`src/rtl/cpu_ctrl_pkg.sv`:
```
// Shared encodings for the windowed-register CPU control unit.
// Opcodes, ALU function codes, FSM states and writeback selects.
package cpu_ctrl_pkg;

  typedef enum logic [2:0] {
    OP_LOAD  = 3'd0,
    OP_STORE = 3'd1,
    OP_JUMP  = 3'd2,
    OP_BRZ   = 3'd3,
    OP_ALU   = 3'd4,
    OP_MOVR  = 3'd5,
    OP_WIN   = 3'd6,
    OP_HALT  = 3'd7
  } opcode_t;

  typedef enum logic [2:0] {
    ALU_ADD   = 3'd0,
    ALU_SUB   = 3'd1,
    ALU_AND   = 3'd2,
    ALU_OR    = 3'd3,
    ALU_XOR   = 3'd4,
    ALU_NOTB  = 3'd5,
    ALU_PASSB = 3'd6,
    ALU_SHL1  = 3'd7
  } alu_op_t;

  typedef enum logic [2:0] {
    S_FETCH      = 3'd0,
    S_DECODE     = 3'd1,
    S_RD_WAIT    = 3'd2,
    S_MEM_RD     = 3'd3,
    S_MEM_WR     = 3'd4,
    S_WB         = 3'd5,
    S_WIN_SETTLE = 3'd6,
    S_HALT       = 3'd7
  } state_t;

  localparam logic WB_ALU = 1'b0;
  localparam logic WB_MEM = 1'b1;

endpackage

```
`src/rtl/instr_decoder.sv`:
```
// Combinational instruction field extraction for the control unit.
// Splits IR into opcode class, ALU function, source register, address and window.
module instr_decoder
  import cpu_ctrl_pkg::*;
#(
  parameter int unsigned PC_W   = 12,
  parameter int unsigned DATA_W = 16
) (
  input  logic [DATA_W-1:0] ir,
  output opcode_t           opcode,
  output alu_op_t           func,
  output logic [1:0]        ri,
  output logic [PC_W-1:0]   addr,
  output logic [1:0]        win
);

  assign opcode = opcode_t'(ir[DATA_W-1 -: 3]);
  assign func   = alu_op_t'(ir[DATA_W-4 -: 3]);
  assign ri     = ir[DATA_W-7 -: 2];
  assign addr   = ir[PC_W-1:0];
  assign win    = ir[1:0];

endmodule

```
`src/rtl/mc_controller.sv`:
```
// Multi-cycle control unit: owns PC, IR, window pointer and the main FSM,
// sequencing memory handshakes and register-file / ALU control lines.
module mc_controller
  import cpu_ctrl_pkg::*;
#(
  parameter int unsigned PC_W   = 12,
  parameter int unsigned DATA_W = 16
) (
  input  logic              clk,
  input  logic              rst,
  input  logic [DATA_W-1:0] mem_rdata,
  input  logic              mem_ready,
  input  logic              r0_zero,
  output logic [PC_W-1:0]   mem_addr,
  output logic              mem_rd,
  output logic              mem_wr,
  output logic              mdr_en,
  output logic [1:0]        window_out,
  output logic [1:0]        read_reg1,
  output logic [1:0]        read_reg2,
  output logic [1:0]        write_reg,
  output logic              reg_write_en,
  output logic [2:0]        alu_op,
  output logic              wb_sel,
  output logic              halted
);

  localparam logic [PC_W-1:0] PC_ONE = PC_W'(1);

  state_t            state;
  logic [PC_W-1:0]   pc;
  logic [DATA_W-1:0] ir;
  logic [1:0]        window;

  opcode_t           opcode;
  alu_op_t           func;
  logic [1:0]        ri;
  logic [PC_W-1:0]   addr;
  logic [1:0]        win;
  alu_op_t           ex_op;

  instr_decoder #(
    .PC_W  (PC_W),
    .DATA_W(DATA_W)
  ) u_dec (
    .ir    (ir),
    .opcode(opcode),
    .func  (func),
    .ri    (ri),
    .addr  (addr),
    .win   (win)
  );

  always_ff @(posedge clk or posedge rst) begin
    if (rst) begin
      state  <= S_FETCH;
      pc     <= '0;
      ir     <= '0;
      window <= '0;
    end else begin
      case (state)
        S_FETCH: begin
          if (mem_ready) begin
            ir    <= mem_rdata;
            pc    <= pc + PC_ONE;
            state <= S_DECODE;
          end
        end
        S_DECODE: begin
          case (opcode)
            OP_JUMP: begin
              pc    <= addr;
              state <= S_FETCH;
            end
            OP_LOAD: state <= S_MEM_RD;
            OP_WIN: begin
              window <= win;
              state  <= S_WIN_SETTLE;
            end
            OP_HALT: state <= S_HALT;
            default: state <= S_RD_WAIT;
          endcase
        end
        S_RD_WAIT: begin
          case (opcode)
            OP_STORE: state <= S_MEM_WR;
            OP_BRZ: begin
              if (r0_zero) pc <= addr;
              state <= S_FETCH;
            end
            default: state <= S_WB;
          endcase
        end
        S_MEM_RD:     if (mem_ready) state <= S_WB;
        S_MEM_WR:     if (mem_ready) state <= S_FETCH;
        S_WB:         state <= S_FETCH;
        S_WIN_SETTLE: state <= S_FETCH;
        S_HALT:       state <= S_HALT;
        default:      state <= S_FETCH;
      endcase
    end
  end

  always_comb begin
    ex_op = ALU_ADD;
    if (opcode == OP_ALU)       ex_op = func;
    else if (opcode == OP_MOVR) ex_op = ALU_PASSB;
  end

  assign window_out = window;
  assign write_reg  = 2'b00;
  assign read_reg1  = 2'b00;

  // Reset parks the FSM in FETCH, so gating the fetch request with rst is
  // what makes every output read zero while reset is held.
  always_comb begin
    mem_addr     = addr;
    mem_rd       = 1'b0;
    mem_wr       = 1'b0;
    mdr_en       = 1'b0;
    read_reg2    = 2'b00;
    reg_write_en = 1'b0;
    alu_op       = 3'(ALU_ADD);
    wb_sel       = WB_ALU;
    halted       = 1'b0;
    case (state)
      S_FETCH: begin
        mem_addr = pc;
        mem_rd   = ~rst;
      end
      S_DECODE, S_RD_WAIT: begin
        if (opcode == OP_ALU || opcode == OP_MOVR) read_reg2 = ri;
        if (state == S_RD_WAIT) alu_op = 3'(ex_op);
      end
      S_MEM_RD: begin
        mem_rd = 1'b1;
        mdr_en = mem_ready;
      end
      S_MEM_WR: mem_wr = 1'b1;
      S_WB: begin
        reg_write_en = 1'b1;
        wb_sel       = (opcode == OP_LOAD) ? WB_MEM : WB_ALU;
        alu_op       = 3'(ex_op);
      end
      S_HALT:  halted = 1'b1;
      default: ;
    endcase
  end

endmodule

```
`config.mk`:
```
export PLATFORM = sky130hd
export DESIGN_NAME = mc_controller
export DESIGN_NICKNAME = d
export VERILOG_FILES = /design/src/rtl/cpu_ctrl_pkg.sv /design/src/rtl/instr_decoder.sv /design/src/rtl/mc_controller.sv
export SDC_FILE = /design/constraint.sdc
export NUM_CORES = 1
export LEC_CHECK = 0
export CAP_MARGIN = 5
export CORE_MARGIN = 2
export CORE_UTILIZATION = 45
export DETAILED_ROUTE_END_ITERATION = 16
export PLACE_DENSITY_LB_ADDON = 0.3
export SYNTH_ARGS = -nofsm -noshare
export SYNTH_HDL_FRONTEND = slang
export SYNTH_SLANG_ARGS = --single-unit
```
`constraint.sdc`:
```
create_clock -name clk -period 1.6 [get_ports clk]
set_input_delay 0.32 -clock clk [delete_from_list [all_inputs] [get_ports clk]]
set_output_delay 0.32 -clock clk [all_outputs]
set_load 0.05 [all_outputs]
```
# Word level (Yosys, flattened, before mapping)
# Cells that the tools add are included.
[totals] register_bits=33 input_bits=20 out_inout_bits=29 wordCells=61
[op_classes] reduce_logical=10 muxes=25 eq_ne=20 addsub=1 n_bitwise=1
[ops] operator="$mux 12" n=5
[ops] operator="$pmux 12 s3" n=1
[ops] operator="$eq 3x3->1 const B" n=8
[ops] operator="$pmux 3 s7" n=1
[ops] operator="$mux 3" n=6
[ops] operator="$add 12x1->12 const B" n=1
[ops] operator="$eq 3x2->1 const B" n=4
[ops] operator="$pmux 3 s2" n=2
[ops] operator="$pmux 3 s4" n=1
[ops] operator="$ne 2x2->1 const B" n=4
[ops] operator="$eq 3x1->1 const B" n=2
[ops] operator="$logic_not 3->1" n=2
[ops] operator="$mux 1" n=6
[ops] operator="$reduce_and 5->1" n=1
[ops] operator="$mux 2" n=2
[ops] operator="$ne 2x1->1 const B" n=2
[ops] operator="$reduce_and 2->1" n=2
[ops] operator="$reduce_or 2->1" n=2
[ops] operator="$reduce_and 3->1" n=1
[ops] operator="$reduce_bool 3->1" n=1
[ops] operator="$pmux 1 s2" n=1
[ops] operator="$logic_or 1x1->1" n=1
[ops] operator="$not 1->1" n=1

# Logic depth before layout (Yosys ltp)
[depth] ltp_word=5 ltp_mapped=6 ltp_nobuf=5

# Hierarchy
# From an unflattened synthesis, not the netlist that was laid out.
[unflattened] hier_cells=230 hier_area_um2=2234.6
[by_module_without_submodules] module="mc_controller" area_each_um2=2069.5 cells_each=208 n_inst=1 seq_area_each_um2=825.8
[by_module_without_submodules] module="instr_decoder" area_each_um2=165.2 cells_each=22 n_inst=1 seq_area_each_um2=0.0

# Least setup slack after synthesis
# No wires, ideal clock.
[synth_path] kind="register to output" startpoint="register state[1]" endpoint="output alu_op[0]" stages_incl_launch_ff=6 t_required_ns=1.280 arrival_ns=2.552 path_buffers=1 setup_slack_ns=-1.272 path_cell_list="dfrtp_1 buf_2 inv_1 and3_1 o21ai_0 nor3b_1"
[synth_between] elab_chain_cells=3 word_cells_on_any_way=6 cone_classes="eq/ne (3); mux (2); reduce/logical (1)"
[synth_rtl] element="start, declared" line_no="mc_controller.sv:30" rtl="state_t state;"
[synth_rtl] element="start signal, assigned" line_no="mc_controller.sv:56" rtl="state <= S_FETCH;"
[synth_rtl] element="start signal, assigned" line_no="mc_controller.sv:66" rtl="state <= S_DECODE;"
[synth_rtl] element="start signal, assigned" line_no="mc_controller.sv:73" rtl="state <= S_FETCH;"
[synth_rtl] element="$eq 3x2->1 / $eq 3x1->1 (equally long branches)" line_no="mc_controller.sv:126, mc_controller.sv:133"
[synth_rtl] element="$mux 3 / $reduce_or 2->1 (equally long branches)" line_no="mc_controller.sv:133, mc_controller.sv:126"
[synth_rtl] element="$pmux 3 s2 *" line_no="mc_controller.sv:126" rtl="case (state)"
[synth_rtl] element="end, declared" line_no="mc_controller.sv:23" rtl="output logic [2:0] alu_op,"
# Mark *: on every way between the ends. The rest lies on a longest branch, timed or not.

# Worst setup path in the final report
[layout_path] startpoint="register state[0]" endpoint="output read_reg2[0]"
[layout_between] elab_chain_cells=3 word_cells_on_any_way=4 cone_classes="eq/ne (2); mux (1); reduce/logical (1)"
[layout_rtl] element="$eq 3x2->1 / $eq 3x1->1 (equally long branches)" line_no="mc_controller.sv:126"
[layout_rtl] element="$reduce_or 2->1 *" line_no="mc_controller.sv:126"
[layout_rtl] element="$mux 2 *" line_no="mc_controller.sv:126"
[layout_rtl] element="end, declared" line_no="mc_controller.sv:20" rtl="output logic [1:0] read_reg2,"
# Marks and branches as above.

==> summary.txt <==
Yosys
  • Unique masters post-synth: 50
  • Post-synth ARST share: 100%
  • Number of storage elements in the synthesis netlist: 33
  • Avg Inst Size Synth: 10.3 sq um
  • Portion of netlist area occupied by mux cells: between 10% and 20%
  • Predominant post-synthesis flop cell: dfrtp_1
  • Main combinational cell family by area after synthesis: compound AO/OA/AOI/OAI gates
  • Area of the mapped netlist: roughly 2100 sq um
  • Adder-Cell Fraction of Synth Area: less than 1%
  • Portion of the post-synthesis area used by sequential elements: ~39%
  • Synthesized netlist cell count: roughly 200
  • Number of enable-type register cells in the synthesized netlist: 0
  • Number of warnings reported in the yosys synthesis log: 0
  • Area fraction in compound gates after synthesis: 19.4%
  • Simple logic cell fraction of the synthesized area: around 17%
  • Post-synthesis xor/xnor area fraction: less than 1%

CTS
  • Deepest clock path buffer count: 2
  • Number of H-tree levels: 2
  • Clock Root Buffer: clkbuf_8
  • CTS buffer count: 5
  • TritonCTS sink count: 33
  • Hold buffer count at cts: 0
  • TritonCTS clock tree: yes
  • Insertion delay to the later sink of the worst-skew pair: 300 ps
  • Clock input transition at the sequential cells of the worst setup and hold paths: 70 ps

Die
  • X dimension of the die: 72.4 microns
  • Site row count: 24
  • Die Outline Area: between 5000 and 6000 sq um
  • I/O pin cnt: 49
  • Core Box Area: around 4400 sq um
  • Starting density of the core: a little under half
  • Chip Height: about 72 microns

Run status
  • Outcome: finished with violations
  • Violated checks: negative setup slack

Finish
  • Nets: around 300
  • Area Growth Syn to Fin: 72.7%
  • Antenna diode count: 0
  • Fill cell instance count of the final layout: between 200 and 250
  • Layout cells sized above 1: 55.6%
  • Share of the core filled with cells in the final layout: roughly 82%
  • Top library cells by usage in the layout, fill and taps aside: dfrtp_1 (31), buf_4 (30), mux2_4 (28)
  • Post-Layout Cell Count: 338
  • Most common cell after layout, fill and taps aside: dfrtp_1

Power and ir drop
  • Worst IR Drop VDD: between 2000 and 2500 uV
  • Lkg Pwr: 1.62 nW
  • Sum of internal, switching and leakage power: 0.00988 W
  • Seq pwr share: 18.5%
  • Power per cell area: 2710 nW/um^2
  • Internal portion of total power: around 0.0053 W
  • Proportion of power drawn by the clock network: about 6.5%
  • Switching power share of the total: a little under half
  • Switching power total: between 0.004 and 0.005 W
  • Combinational Power Share: roughly 75%

Placement
  • Sum of net half-perimeters after detailed placement: roughly 3.7 mm
  • DP Cell Count: ~310
  • Pre-CTS worst setup slack: -264 ps
  • Count of buffers from port buffering: 44
  • Routability cong.: approximately 0.88

STA
  • Number of pins with negative max-slew slack in the final report: 0
  • Post-route clock skew: ~5.4 ps
  • Period minus WS final: about 2000 ps
  • Hold Worst Slack: just over 400 ps
  • Number of setup violations in the final report: 52
  • RSZ-0062 raised after global routing: yes
  • Fin crit share: 127%
  • Achievable frequency: ~490 MHz
  • Slack of the critical path: -432 ps
  • Hold violation total from the final report: 0

Routing
  • Wire length reported by the detailed router: around 7.9 mm
  • Detailed Route Iter0 Violations: roughly 270
  • Routed wire length per instance: 23.4 microns
  • Via total after detailed routing: 2202
  • Number of DRC violations after detailed routing: 0
  • TritonRoute pass-1 iters: 5
  • Remaining antenna violation count after routing: 0
  • Vias/cell: 6.51

Critical path
  • Maximum net fanout on the critical path: 5
  • WP data arrival: 1710 ps
  • Critical register-to-register path startpoint: state[0]$_DFFE_PP0P_
  • Critical Path End Type: primary output
  • Endpoint of the most critical register-to-register path: pc[5]$_DFFE_PP0P_
  • Data required time at the worst endpoint: 1280 ps
  • Setup crit start kind: register
  • Minimum setup slack among reg-to-reg paths: -260 ps
  • R2R depth: 6
  • Setup Crit Path Kind: register to primary output

GRT
  • Overall overflow remaining after global route: 0
  • Antenna violations before repair: 0
  • Largest net degree at the start of global routing: 34
  • Wire length of the first global-routing pass: 12.0 mm
  • Number of global-route vias before repair: between 2000 and 2500
  • GR Util All Layers: between 30 and 40%

Hold path
  • Class of the most critical hold timing path: input pin to async pin

Job
  • Number of maximum-capacitance constraint violations: 0
==> worst max-delay path, stage by stage, from the launching register on <==
cell and delay, ps:
dfrtp_2 480, buf_4 170, xnor2_2 270, nor2_2 90
and3_2 210, buf_4 190
==> worst max path at each step <==
stage	startpoint	endpoint	slack (ps)	depth (start not counted)
2_1_floorplan	state[1]$_DFFE_PP0P_	alu_op[0]	-230	5
3_3_place_gp	r0_zero	pc[0]$_DFFE_PP0P_	-230	6
3_5_place_dp	r0_zero	pc[0]$_DFFE_PP0P_	-260	6
4_1_cts	state[1]$_DFFE_PP0P_	mem_addr[2]	-410	4
5_1_grt	state[1]$_DFFE_PP0P_	mem_addr[10]	-470	4
6_report	state[0]$_DFFE_PP0P_	read_reg2[0]	-430	5
==> metrics by stage <==
| step | TNS [ps] | area, sq um |
|---|---|---|
| after floorplan | -697 | 2230 |
| after global placement | -4740 | 3060 |
| after detailed placement | -4710 | 3060 |
| after CTS | -9870 | 3580 |
| after global routing | -14100 | 3640 |
| final | -12160 | 3640 |
==> power by group through the flow <==
stage / sequential (W) / clock (W) / combinational (W)
after floorplan: 0.00165 / 0 / 0.00372
after global placement: 0.00171 / 0 / 0.00589
after detailed placement: 0.00174 / 0 / 0.00596
after CTS: 0.00174 / 0.000649 / 0.00692
after global routing: 0.00186 / 0.000694 / 0.00765
final: 0.00183 / 0.000645 / 0.00741
==> registers in the layout (all words and copies together) (netlist names) <==
signal / flops
window_out: 2
state: 3
pc: 12
ir: 16
==> Yosys cell counts, types with 2 or more instances <==
cell type	count	area [sq um]
dfrtp_1	33	826
mux2_2	30	338
buf_2	10	50.1
and3_1	9	56.3
nand2_1	9	33.8
a21oi_1	8	40.0
nor2_1	8	30.0
nor3_1	8	40.0
o22a_1	7	61.3
o22ai_1	7	43.8
a31oi_1	6	37.5
inv_1	6	22.5
a2bb2oi_2	5	75.1
o21ai_0	5	25.0
buf_4	4	30.0
nand3_1	4	20.0
buf_6	3	33.8
a2bb2oi_1	2	17.5
and2_1	2	12.5
and4_1	2	17.5
clkbuf_1	2	7.51
nand2b_1	2	12.5
nand4_1	2	12.5
nor2b_1	2	12.5
nor3b_1	2	15.0
o32ai_1	2	17.5
==> metal layers <==
metal | GRT usage [%] | up-vias | wire length [microns]
met5 | 0 | - | 0
met4 | 13.8 | 0 | 467
met3 | 6.39 | 53 | 644
met2 | 49.8 | 162 | 3810
met1 | 39.2 | 1063 | 3010
li1 | - | 924 | -
==> area by class of cell <==
type,count,area [sq um],area share (%)
Clock buffer,5,68.8,1.89
Clock inverter,3,17.5,0.481
Inverter,6,32.5,0.894
Multi-Input combinational cell,149,1480,40.7
Sequential cell,33,828,22.8
Tap cell,52,65.1,1.79
Timing Repair Buffer,90,1140,31.5
==> kinds of logic after synthesis <==
group | after synthesis
and+or+nand+nor | 60
other | 1
xor gates and xnor gates | 1
buffers and inverters | 26
muxes | 31
AOI/OAI and AO/OA | 51
DFF | 33
adders and majority gates | 1
==> what timing repair did <==
item / in CTS / in global routing
gates resized for setup: 63 / 12
pin swaps: 19 / 8
endpoints found under the hold margin: 0 / 0
buffers inserted: 10 / 2
cloned: 4 / 0
endpoints found under the setup margin: 51 / 55
No activity file was read; power rests on OpenSTA's default activity.
